File: config.mk
export PLATFORM = sky130hd
export DESIGN_NAME = fp_mant_divider
export DESIGN_NICKNAME = d
export VERILOG_FILES = /design/src/rtl/fp_div_pkg.sv /design/src/rtl/fp_mant_divider_ripple_sub.sv /design/src/rtl/fp_mant_divider.sv
export SDC_FILE = /design/constraint.sdc
export NUM_CORES = 1
export LEC_CHECK = 0
export ABC_CLOCK_PERIOD_IN_PS = 10700
export CORE_UTILIZATION = 30
export DETAILED_ROUTE_END_ITERATION = 10
export SLEW_MARGIN = 0
export SYNTH_ARGS = -nofsm -noshare
export SYNTH_HDL_FRONTEND = slang
export SYNTH_SLANG_ARGS = --single-unit
File: constraint.sdc
create_clock -name clk -period 10.7 [get_ports clk]
set_input_delay 1.605 -clock clk [delete_from_list [all_inputs] [get_ports clk]]
set_output_delay 1.605 -clock clk [all_outputs]
set_load 0.02 [all_outputs]
File: src/rtl/fp_div_pkg.sv
// fp_div_pkg
//   Shared constants and the controller state type for the mantissa divider.
//   MANT_W : mantissa width including the hidden bit
//   Q_W    : quotient bits produced (1 integer + Q_W-1 fractional)
package fp_div_pkg;

  localparam int MANT_W = 24;
  localparam int Q_W    = 26;

  typedef enum logic [1:0] {
    IDLE = 2'd0,
    RUN  = 2'd1,
    DONE = 2'd2
  } state_e;

endpackage

File: src/rtl/fp_mant_divider_ripple_sub.sv
// full_adder / ripple_sub
//   Combinational N-bit borrow-ripple subtractor: diff = a - b.
//   Built as a + ~b + 1 over a chain of full_adder cells.
//   Ports (ripple_sub):
//     a, b       : N-bit operands
//     diff       : N-bit difference (mod 2^N)
//     borrow_out : 1 when a < b (unsigned)
module full_adder (
  input  logic a,
  input  logic b,
  input  logic cin,
  output logic sum,
  output logic cout
);

  assign sum  = a ^ b ^ cin;
  assign cout = (a & b) | (a & cin) | (b & cin);

endmodule

module ripple_sub #(
  parameter int N = 26
) (
  input  logic [N-1:0] a,
  input  logic [N-1:0] b,
  output logic [N-1:0] diff,
  output logic         borrow_out
);

  logic [N:0] carry;

  // Carry-in of 1 plus inverted b forms the two's complement of b.
  assign carry[0] = 1'b1;

  for (genvar i = 0; i < N; i++) begin : g_bit
    full_adder u_fa (
      .a    (a[i]),
      .b    (~b[i]),
      .cin  (carry[i]),
      .sum  (diff[i]),
      .cout (carry[i+1])
    );
  end

  // A final carry of 1 means no borrow occurred.
  assign borrow_out = ~carry[N];

endmodule

File: src/rtl/fp_mant_divider.sv
// fp_mant_divider
//   Iterative restoring divider for normalized mantissas; one quotient bit
//   per cycle, MSB (weight 2^0) first.
//   Handshake: a transfer happens on a rising edge where valid and ready are
//   both high; the producer holds valid (and data) until that edge, and the
//   block holds out_valid and its result stable until out_ready is seen.
//   Ports:
//     clk, rst_n            : clock, synchronous active-low reset
//     in_valid / in_ready   : operand handshake (ready only in IDLE)
//     dividend, divisor     : MANT_W-bit mantissas, divisor may be zero
//     out_valid / out_ready : result handshake
//     quotient              : Q_W-bit A/B, bit Q_W-1 has weight 2^0
//     sticky                : final remainder nonzero
//     div_by_zero           : divisor was zero (quotient forced to 0)
module fp_mant_divider
  import fp_div_pkg::*;
#(
  parameter int MANT_W = fp_div_pkg::MANT_W,
  parameter int Q_W    = fp_div_pkg::Q_W
) (
  input  logic              clk,
  input  logic              rst_n,
  input  logic              in_valid,
  output logic              in_ready,
  input  logic [MANT_W-1:0] dividend,
  input  logic [MANT_W-1:0] divisor,
  output logic              out_valid,
  input  logic              out_ready,
  output logic [Q_W-1:0]    quotient,
  output logic              sticky,
  output logic              div_by_zero
);

  localparam int REM_W = MANT_W + 2;
  localparam int CNT_W = $clog2(Q_W);

  state_e            state_q, state_d;
  logic [REM_W-1:0]  rem_q, rem_d;
  logic [MANT_W-1:0] dsr_q, dsr_d;
  logic [Q_W-1:0]    quo_q, quo_d;
  logic [CNT_W-1:0]  count_q, count_d;
  logic              sticky_q, sticky_d;
  logic              dbz_q, dbz_d;

  logic [REM_W-1:0]  diff;
  logic              borrow;
  logic [REM_W-1:0]  rem_keep;

  ripple_sub #(.N(REM_W)) u_sub (
    .a          (rem_q),
    .b          ({2'b00, dsr_q}),
    .diff       (diff),
    .borrow_out (borrow)
  );

  // Restoring step: keep the difference only if it did not go negative.
  assign rem_keep = borrow ? rem_q : diff;

  always_comb begin
    state_d  = state_q;
    rem_d    = rem_q;
    dsr_d    = dsr_q;
    quo_d    = quo_q;
    count_d  = count_q;
    sticky_d = sticky_q;
    dbz_d    = dbz_q;

    unique case (state_q)
      IDLE: begin
        if (in_valid) begin
          rem_d    = {2'b00, dividend};
          dsr_d    = divisor;
          quo_d    = '0;
          count_d  = CNT_W'(Q_W - 1);
          sticky_d = 1'b0;
          if (divisor == '0) begin
            dbz_d   = 1'b1;
            state_d = DONE;
          end else begin
            dbz_d   = 1'b0;
            state_d = RUN;
          end
        end
      end

      RUN: begin
        // Quotient bits enter at the LSB so the first one ends at bit Q_W-1.
        quo_d = {quo_q[Q_W-2:0], ~borrow};
        rem_d = {rem_keep[REM_W-2:0], 1'b0};
        if (count_q == '0) begin
          sticky_d = (rem_keep != '0);
          state_d  = DONE;
        end else begin
          count_d = count_q - 1'b1;
        end
      end

      DONE: begin
        if (out_ready) begin
          state_d = IDLE;
        end
      end

      default: begin
        state_d = IDLE;
      end
    endcase
  end

  always_ff @(posedge clk) begin
    if (!rst_n) begin
      state_q  <= IDLE;
      rem_q    <= '0;
      dsr_q    <= '0;
      quo_q    <= '0;
      count_q  <= '0;
      sticky_q <= 1'b0;
      dbz_q    <= 1'b0;
    end else begin
      state_q  <= state_d;
      rem_q    <= rem_d;
      dsr_q    <= dsr_d;
      quo_q    <= quo_d;
      count_q  <= count_d;
      sticky_q <= sticky_d;
      dbz_q    <= dbz_d;
    end
  end

  assign in_ready    = (state_q == IDLE);
  assign out_valid   = (state_q == DONE);
  assign quotient    = quo_q;
  assign sticky      = sticky_q;
  assign div_by_zero = dbz_q;

endmodule
# ---- Word level (Yosys, flattened, before mapping)
# Cells that the tools add are included.
# Widths: inputs -> output; s select.
dict set report totals {
  out_inout_bits 30
  rom_bits 0
  reg_bits 85
  latchBits 0
  word_cells 241
  input_bits 52
  ram_bits 0
  mem_count 0
}
dict set report op_classes {
  div 0
  shift 0
  n_addsub 1
  n_mux 17
  n_eq_ne 6
  order_cmp 0
  n_bitwise 200
  n_mul 0
  reduce_logical 10
}
# cell n
set op_table {}
lappend op_table {{$pmux 26 s2} 2}
lappend op_table {{$mux 26} 3}
lappend op_table {{$and 1x1->1} 72}
lappend op_table {{$or 1x1->1} 52}
lappend op_table {{$xor 1x1->1} 49}
lappend op_table {{$not 1->1} 27}
lappend op_table {{$reduce_bool 26->1} 1}
lappend op_table {{$logic_not 24->1} 1}
lappend op_table {{$mux 5} 2}
lappend op_table {{$pmux 5 s2} 1}
lappend op_table {{$reduce_and 3->1} 3}
lappend op_table {{$mux 2} 4}
lappend op_table {{$ne 2x2->1 const B} 3}
lappend op_table {{$pmux 2 s3} 1}
lappend op_table {{$logic_not 5->1} 1}
lappend op_table {{$sub 5x1->5 const B} 1}
lappend op_table {{$reduce_and 2->1} 2}
lappend op_table {{$mux 1} 3}
lappend op_table {{$eq 2x1->1 const B} 1}
lappend op_table {{$eq 2x2->1 const B} 1}
lappend op_table {{$logic_not 2->1} 1}
lappend op_table {{$ne 2x1->1 const B} 1}
lappend op_table {{$pmux 1 s2} 1}
lappend op_table {{$reduce_bool 2->1} 1}

# ---- Longest topological paths before layout
dict set report depth {
  depth_word 83
  mapped_depth 36
  depth_no_buf 34
}

# ---- Modules after synthesis
# From an unflattened synthesis, not the netlist that was laid out.
dict set report hier_totals {
  hier_cells 477
  hier_area_um2 4332.9
}
# module area_per_inst_um2 instances seq_area_each_um2 cells_per_inst
set by_module_without_submodules {}
lappend by_module_without_submodules {fp_mant_divider 3707.3 1 1701.6 423}
lappend by_module_without_submodules {full_adder 20.0 26 0.0 1}
lappend by_module_without_submodules {ripple_sub 105.1 1 0.0 28}

# ---- Least setup slack after synthesis
# OpenSTA, ideal clock, no wires.
dict set report synth_timing {
  path_type {reg-to-reg}
  startpoint {reg rem_q[0]}
  endpoint {reg rem_q[12]}
  path_stages_with_launch 36
  t_required_ns 10.584
  arrival_time_ns 11.087
  setup_ns 0.116
  synth_period_minus_slack_ns 11.203
  path_buffers 2
  setup_slack_ns -0.503
  cell_sequence {dfxtp_1 > inv_1 > ha_1 > inv_1 > fa_1 > inv_1 > fa_1 > fa_1 > fa_1 > fa_1 > fa_1 > fa_1 > fa_1 > fa_1 > fa_1 > fa_1 > fa_1 > fa_1 > fa_1 > fa_1 > fa_1 > fa_1 > fa_1 > fa_1 > fa_1 > fa_1 > fa_1 > inv_1 > fa_1 > inv_1 > ha_1 > nand2b_1 > buf_1 > buf_1 > a21oi_1 > o211a_1}
}
dict set report synth_between {
  elab_chain_len 80
  word_cells_on_any_way 104
  classes_between {mux: 2; bitwise: 102}
}
# item line
set synth_rtl {}
lappend synth_rtl {{start: declaration} fp_mant_divider.sv:38} ;# logic [REM_W-1:0] rem_q, rem_d;
lappend synth_rtl {{start signal: assignment} fp_mant_divider.sv:121} ;# rem_q <= rem_d;
lappend synth_rtl {{$and 1x1->1} fp_mant_divider_ripple_sub.sv:17} ;# assign cout = (a & b) | (a & cin) | (b & cin);
lappend synth_rtl {{$or 1x1->1 (*) (2 in series)} fp_mant_divider_ripple_sub.sv:17}
lappend synth_rtl {{$and 1x1->1} fp_mant_divider_ripple_sub.sv:17}
lappend synth_rtl {{$or 1x1->1} fp_mant_divider_ripple_sub.sv:17}
lappend synth_rtl {{$or 1x1->1 (*)} fp_mant_divider_ripple_sub.sv:17}
lappend synth_rtl {{$and 1x1->1} fp_mant_divider_ripple_sub.sv:17}
lappend synth_rtl {{$or 1x1->1} fp_mant_divider_ripple_sub.sv:17}
lappend synth_rtl {{$or 1x1->1 (*)} fp_mant_divider_ripple_sub.sv:17}
lappend synth_rtl {{[60 not listed]} -}
lappend synth_rtl {{$and 1x1->1} fp_mant_divider_ripple_sub.sv:17}
lappend synth_rtl {{$or 1x1->1 (2 in series)} fp_mant_divider_ripple_sub.sv:17}
lappend synth_rtl {{$and 1x1->1} fp_mant_divider_ripple_sub.sv:17}
lappend synth_rtl {{$or 1x1->1 (2 in series)} fp_mant_divider_ripple_sub.sv:17}
lappend synth_rtl {{$and 1x1->1} fp_mant_divider_ripple_sub.sv:17}
lappend synth_rtl {{$or 1x1->1 (2 in series)} fp_mant_divider_ripple_sub.sv:17}
lappend synth_rtl {{$mux 26 (*)} fp_mant_divider.sv:57} ;# assign rem_keep = borrow ? rem_q : diff;
lappend synth_rtl {{$pmux 26 s2 (*)} fp_mant_divider.sv:68} ;# unique case (state_q)
# Every way passes the cells marked *; elsewhere a longest branch is shown, timed or not.
# A chain may end at the register's enable or synchronous reset.

# ---- Worst setup path after layout
dict set report layout_timing {
  startpoint {reg rem_q[0]}
  endpoint {reg sticky_q (netlist: sticky)}
}
dict set report layout_between {
  elab_chain_len 82
  word_cells_on_any_way 132
  classes_between {mux: 3; bitwise: 128; reduce/logical: 1}
}
# item line
set layout_rtl {}
lappend layout_rtl {{$and 1x1->1} fp_mant_divider_ripple_sub.sv:17}
lappend layout_rtl {{$or 1x1->1 (2 in series)} fp_mant_divider_ripple_sub.sv:17}
lappend layout_rtl {{$and 1x1->1} fp_mant_divider_ripple_sub.sv:17}
lappend layout_rtl {{$or 1x1->1 (2 in series)} fp_mant_divider_ripple_sub.sv:17}
lappend layout_rtl {{$and 1x1->1} fp_mant_divider_ripple_sub.sv:17}
lappend layout_rtl {{$or 1x1->1 (2 in series)} fp_mant_divider_ripple_sub.sv:17}
lappend layout_rtl {{$and 1x1->1} fp_mant_divider_ripple_sub.sv:17}
lappend layout_rtl {{$or 1x1->1 (2 in series)} fp_mant_divider_ripple_sub.sv:17}
lappend layout_rtl {{[60 not listed]} -}
lappend layout_rtl {{$and 1x1->1} fp_mant_divider_ripple_sub.sv:17}
lappend layout_rtl {{$or 1x1->1 (2 in series)} fp_mant_divider_ripple_sub.sv:17}
lappend layout_rtl {{$and 1x1->1} fp_mant_divider_ripple_sub.sv:17}
lappend layout_rtl {{$or 1x1->1 (2 in series)} fp_mant_divider_ripple_sub.sv:17}
lappend layout_rtl {{$mux 26 (*)} fp_mant_divider.sv:57}
lappend layout_rtl {{$reduce_bool 26->1 (*)} fp_mant_divider.sv:91} ;# sticky_d = (rem_keep != '0);
lappend layout_rtl {{$mux 1 (*)} fp_mant_divider.sv:90} ;# if (count_q == '0) begin
lappend layout_rtl {{$pmux 1 s2 (*)} fp_mant_divider.sv:68}
lappend layout_rtl {{end signal: assignment} fp_mant_divider.sv:125} ;# sticky_q <= sticky_d;
lappend layout_rtl {{end: declaration} fp_mant_divider.sv:42} ;# logic sticky_q, sticky_d;
# Every way passes the cells marked *; elsewhere a longest branch is shown, timed or not. The select of a mux whose other input is x is not followed.

==> flow_metrics.env <==
export IMPL_wl_per_cell_um=15.3
export IMPL_vdd_drop_max_mv=0.0907
export IMPL_relSlewSlack_pct=23.9
export IMPL_clk_pin_slew_ns=0.06
export IMPL_start_kind="flip-flop"
export IMPL_combPwrFrac_pct=35.1
export IMPL_gr_usage_met3_pct=3.83
export IMPL_die_h_um=124
export IMPL_power_switching_share_pct=34.3
export IMPL_hold_path_class="flip-flop to flip-flop"
export IMPL_violations="design-rule violations"
export IMPL_nNetsFinal=660
export IMPL_area_growth_pct=30.8
export IMPL_power_mw=1.12
export IMPL_synth_avg_cell_area_um2=8.57
export IMPL_rows=44
export IMPL_cts_htree_levels=3
export IMPL_critPathMaxStageDelay_ns=0.47
export IMPL_syn_inst=517
export IMPL_final_util_pct=40.1
export IMPL_dpl_hpwl_mm=8.25
export IMPL_netlist_cell_type_count=44
export IMPL_worstPathArrival_ns=10.60
export IMPL_fin_crit_ns=10.38
export IMPL_cap_viol_max_count=0
export IMPL_cts_sinks=85
export IMPL_slew_viol_final=0
export IMPL_grt_usage_pct=16.2
export IMPL_clock_latency_ns=0.35
export IMPL_ys_seq_area_share_pct=38.4
export IMPL_drive_above_1_share_pct=9.22
export IMPL_finalHoldViolCount=0
export IMPL_gr_total_overflow=0
export IMPL_worst_setup_path_end_kind="flip-flop"
export IMPL_status="finished, violations left"
export IMPL_p_switching_mw=0.382
export IMPL_clk_path_buf_depth=2
export IMPL_vias=3928
export IMPL_wl_mm=11.8
export IMPL_whs_ns=0.475
export IMPL_drt_pass1_iter_count=8
export IMPL_cp_max_fo=2
export IMPL_antenna_left=0
export IMPL_required_ns=10.92
export IMPL_critical_path_slowest_cell="or4_1"
export IMPL_crit_top_cell="fa_2"
export IMPL_synth_top_area_cell="dfxtp_1"
export IMPL_drtIter0Drc=252
export IMPL_seqPwrFrac_pct=33.7
export IMPL_globalRouteMet2Util_pct=26.7
export IMPL_final_common_cell="nand2_1"
export IMPL_leakagePower_nw=2.09
export IMPL_synth_area_leaders="dfxtp_1, a21boi_0, fa_1"
export IMPL_portBuffers=81
export IMPL_place_area_mm2=0.00543
export IMPL_worstMarginPinSlew_ns=1.14
export IMPL_p_per_area_mw_per_mm2=192
export IMPL_ys_warn_count=0
export IMPL_ys_ff_latch=85
export IMPL_syn_cell_area_mm2=0.00443
export IMPL_startpoint="rem_q[0]"
export IMPL_grt_use_met1_pct=20.5
export IMPL_root_buffer="clkbuf_16"
export IMPL_mostFrequentLayoutCells="nand2_1, dfxtp_1, clkdlybuf4s50_1"
export IMPL_antenna_found_initial=0
export IMPL_grt_pass1_vias=3783
export IMPL_fmax_mhz=96.3
export IMPL_r2r_slack_ns=0.32
export IMPL_yosysTopAreaCellShare_pct=38.4
export IMPL_fin_skew_ns=0.00701
export IMPL_clockPowerShare_pct=31.3
export IMPL_r2r_start="rem_q[0]"
export IMPL_die_x_um=124
export IMPL_remaining_drc_errors=1
export IMPL_grt_max_degree=86
export IMPL_viasPerCell=5.10
export IMPL_path_class="flip-flop to flip-flop"
export IMPL_period_share_pct=97.0
export IMPL_core_mm2=0.0145
export IMPL_intPower_mw=0.734
export IMPL_grt_busiest_layer="met2"
export IMPL_cts_tree="done"
export IMPL_syn_num_nets=596
export IMPL_final_cell_area_mm2=0.00580
export IMPL_grt_setup_unrepaired="false"
export IMPL_antenna_cells=0
export IMPL_setup_violations_final=0
export IMPL_io_pins=82
export IMPL_numCtsBuffers=9
export IMPL_initial_utilization_pct=30.6
export IMPL_dieArea_mm2=0.0153
export IMPL_grt_pass1_wl_mm=18.9
export IMPL_gp_congestion=0.833
export IMPL_min_from="dsr_q[1]"
==> sequential cells by signal, indices dropped and copies added (netlist names) <==
signal       count
quotient        26
rem_q           26
dsr_q           24
div_by_zero      1
count_q          5
state_q          2
sticky           1
==> worst max-delay path, delay by kind of cell, from the launching register on <==
family,cells,cell delay (ns)
adder cells (fa/ha/maj),24,8.75
AND/OR/NAND/NOR,2,0.68
flip-flops,1,0.33
buffers and inverters,4,0.24
AO/OA/AOI/OAI,2,0.23
==> what timing repair did <==
item,CTS,global route
gates resized for setup,7,5
hold buffers,0,0
setup endpoints to repair,27,22
buffers inserted,0,0
endpoints found under the hold margin,0,0
==> cell type report <==
class / count / area (um^2)
clock inverters: 6 / 93.8
repair buffers: 93 / 896
clock buffers: 10 / 239
inverters: 32 / 120
fillers: 1432 / 8680
flip-flops and latches: 85 / 1700
well taps: 184 / 230
multi-input cells: 360 / 2520
==> per-stage QoR <==
| step | instances | TNS, ns | worst slack (ns) |
|---|---|---|---|
| after global placement | 754 | -0.371 | -0.180 |
| after global routing | 770 | 0 | 0.00933 |
| after CTS | 770 | 0 | 0.0461 |
| final | 770 | 0 | 0.319 |
| after floorplan | 517 | 0 | 0.00852 |
| after detailed placement | 754 | -2.83 | -0.324 |
==> power by group through the flow <==
stage	clock, mW	combinational (mW)	sequential [mW]
final	0.349	0.391	0.376
after global routing	0.370	0.441	0.379
after CTS	0.357	0.387	0.375
after detailed placement	0	0.381	0.382
after global placement	0	0.371	0.382
after floorplan	0	0.270	0.375
==> path summary, 6_finish.rpt <==
| kind | endpoint | depth (start not counted) |
|---|---|---|
| hold reg to reg | dsr_q[1] | 2 |
| hold / removal | dsr_q[1] | 2 |
| setup / recovery | sticky | 32 |
| setup reg to reg | sticky | 32 |
==> cell families after synthesis <==
group	Yosys count	synth area share, %
AOI/OAI and AO/OA	139	23.4
DFF	85	38.4
xor gates and xnor gates	3	0.593
muxes	2	0.480
buffers and inverters	72	6.18
adders and majority gates	27	11.5
and+or+nand+nor	189	19.4
==> metal layers <==
layer | share of wire [%] | vias to the layer above
li1 | - | 1919
met1 | 45 | 1874
met2 | 47 | 117
met3 | 5.8 | 18
met4 | 2.3 | 0
met5 | 0 | -
==> cell usage after synthesis <==
cell type,n
nor4_1,11
a31oi_1,1
o21ai_0,5
o2111ai_1,1
xnor2_1,1
mux2i_1,1
nor3_1,2
a21boi_1,6
mux2_2,1
a311o_1,1
a21oi_1,10
ha_1,4
nand4b_1,1
nor3b_1,1
or4b_1,2
o311a_1,1
a21boi_0,62
o21ba_2,1
o21a_1,2
inv_1,32
buf_1,7
nor2b_1,4
a22oi_1,12
and3_1,1
dfxtp_1,85
or3b_1,1
nand2_1,104
o22ai_1,2
xor2_1,2
o211ai_1,21
or4_1,3
or3_1,1
clkbuf_1,30
nor2_1,15
buf_2,3
o211a_1,10
fa_1,23
o31ai_1,2
nand2b_1,2
nand4_1,7
a222oi_1,1
o21bai_1,1
and2_1,3
nand3_1,31
(Power assumes the default switching activity.)
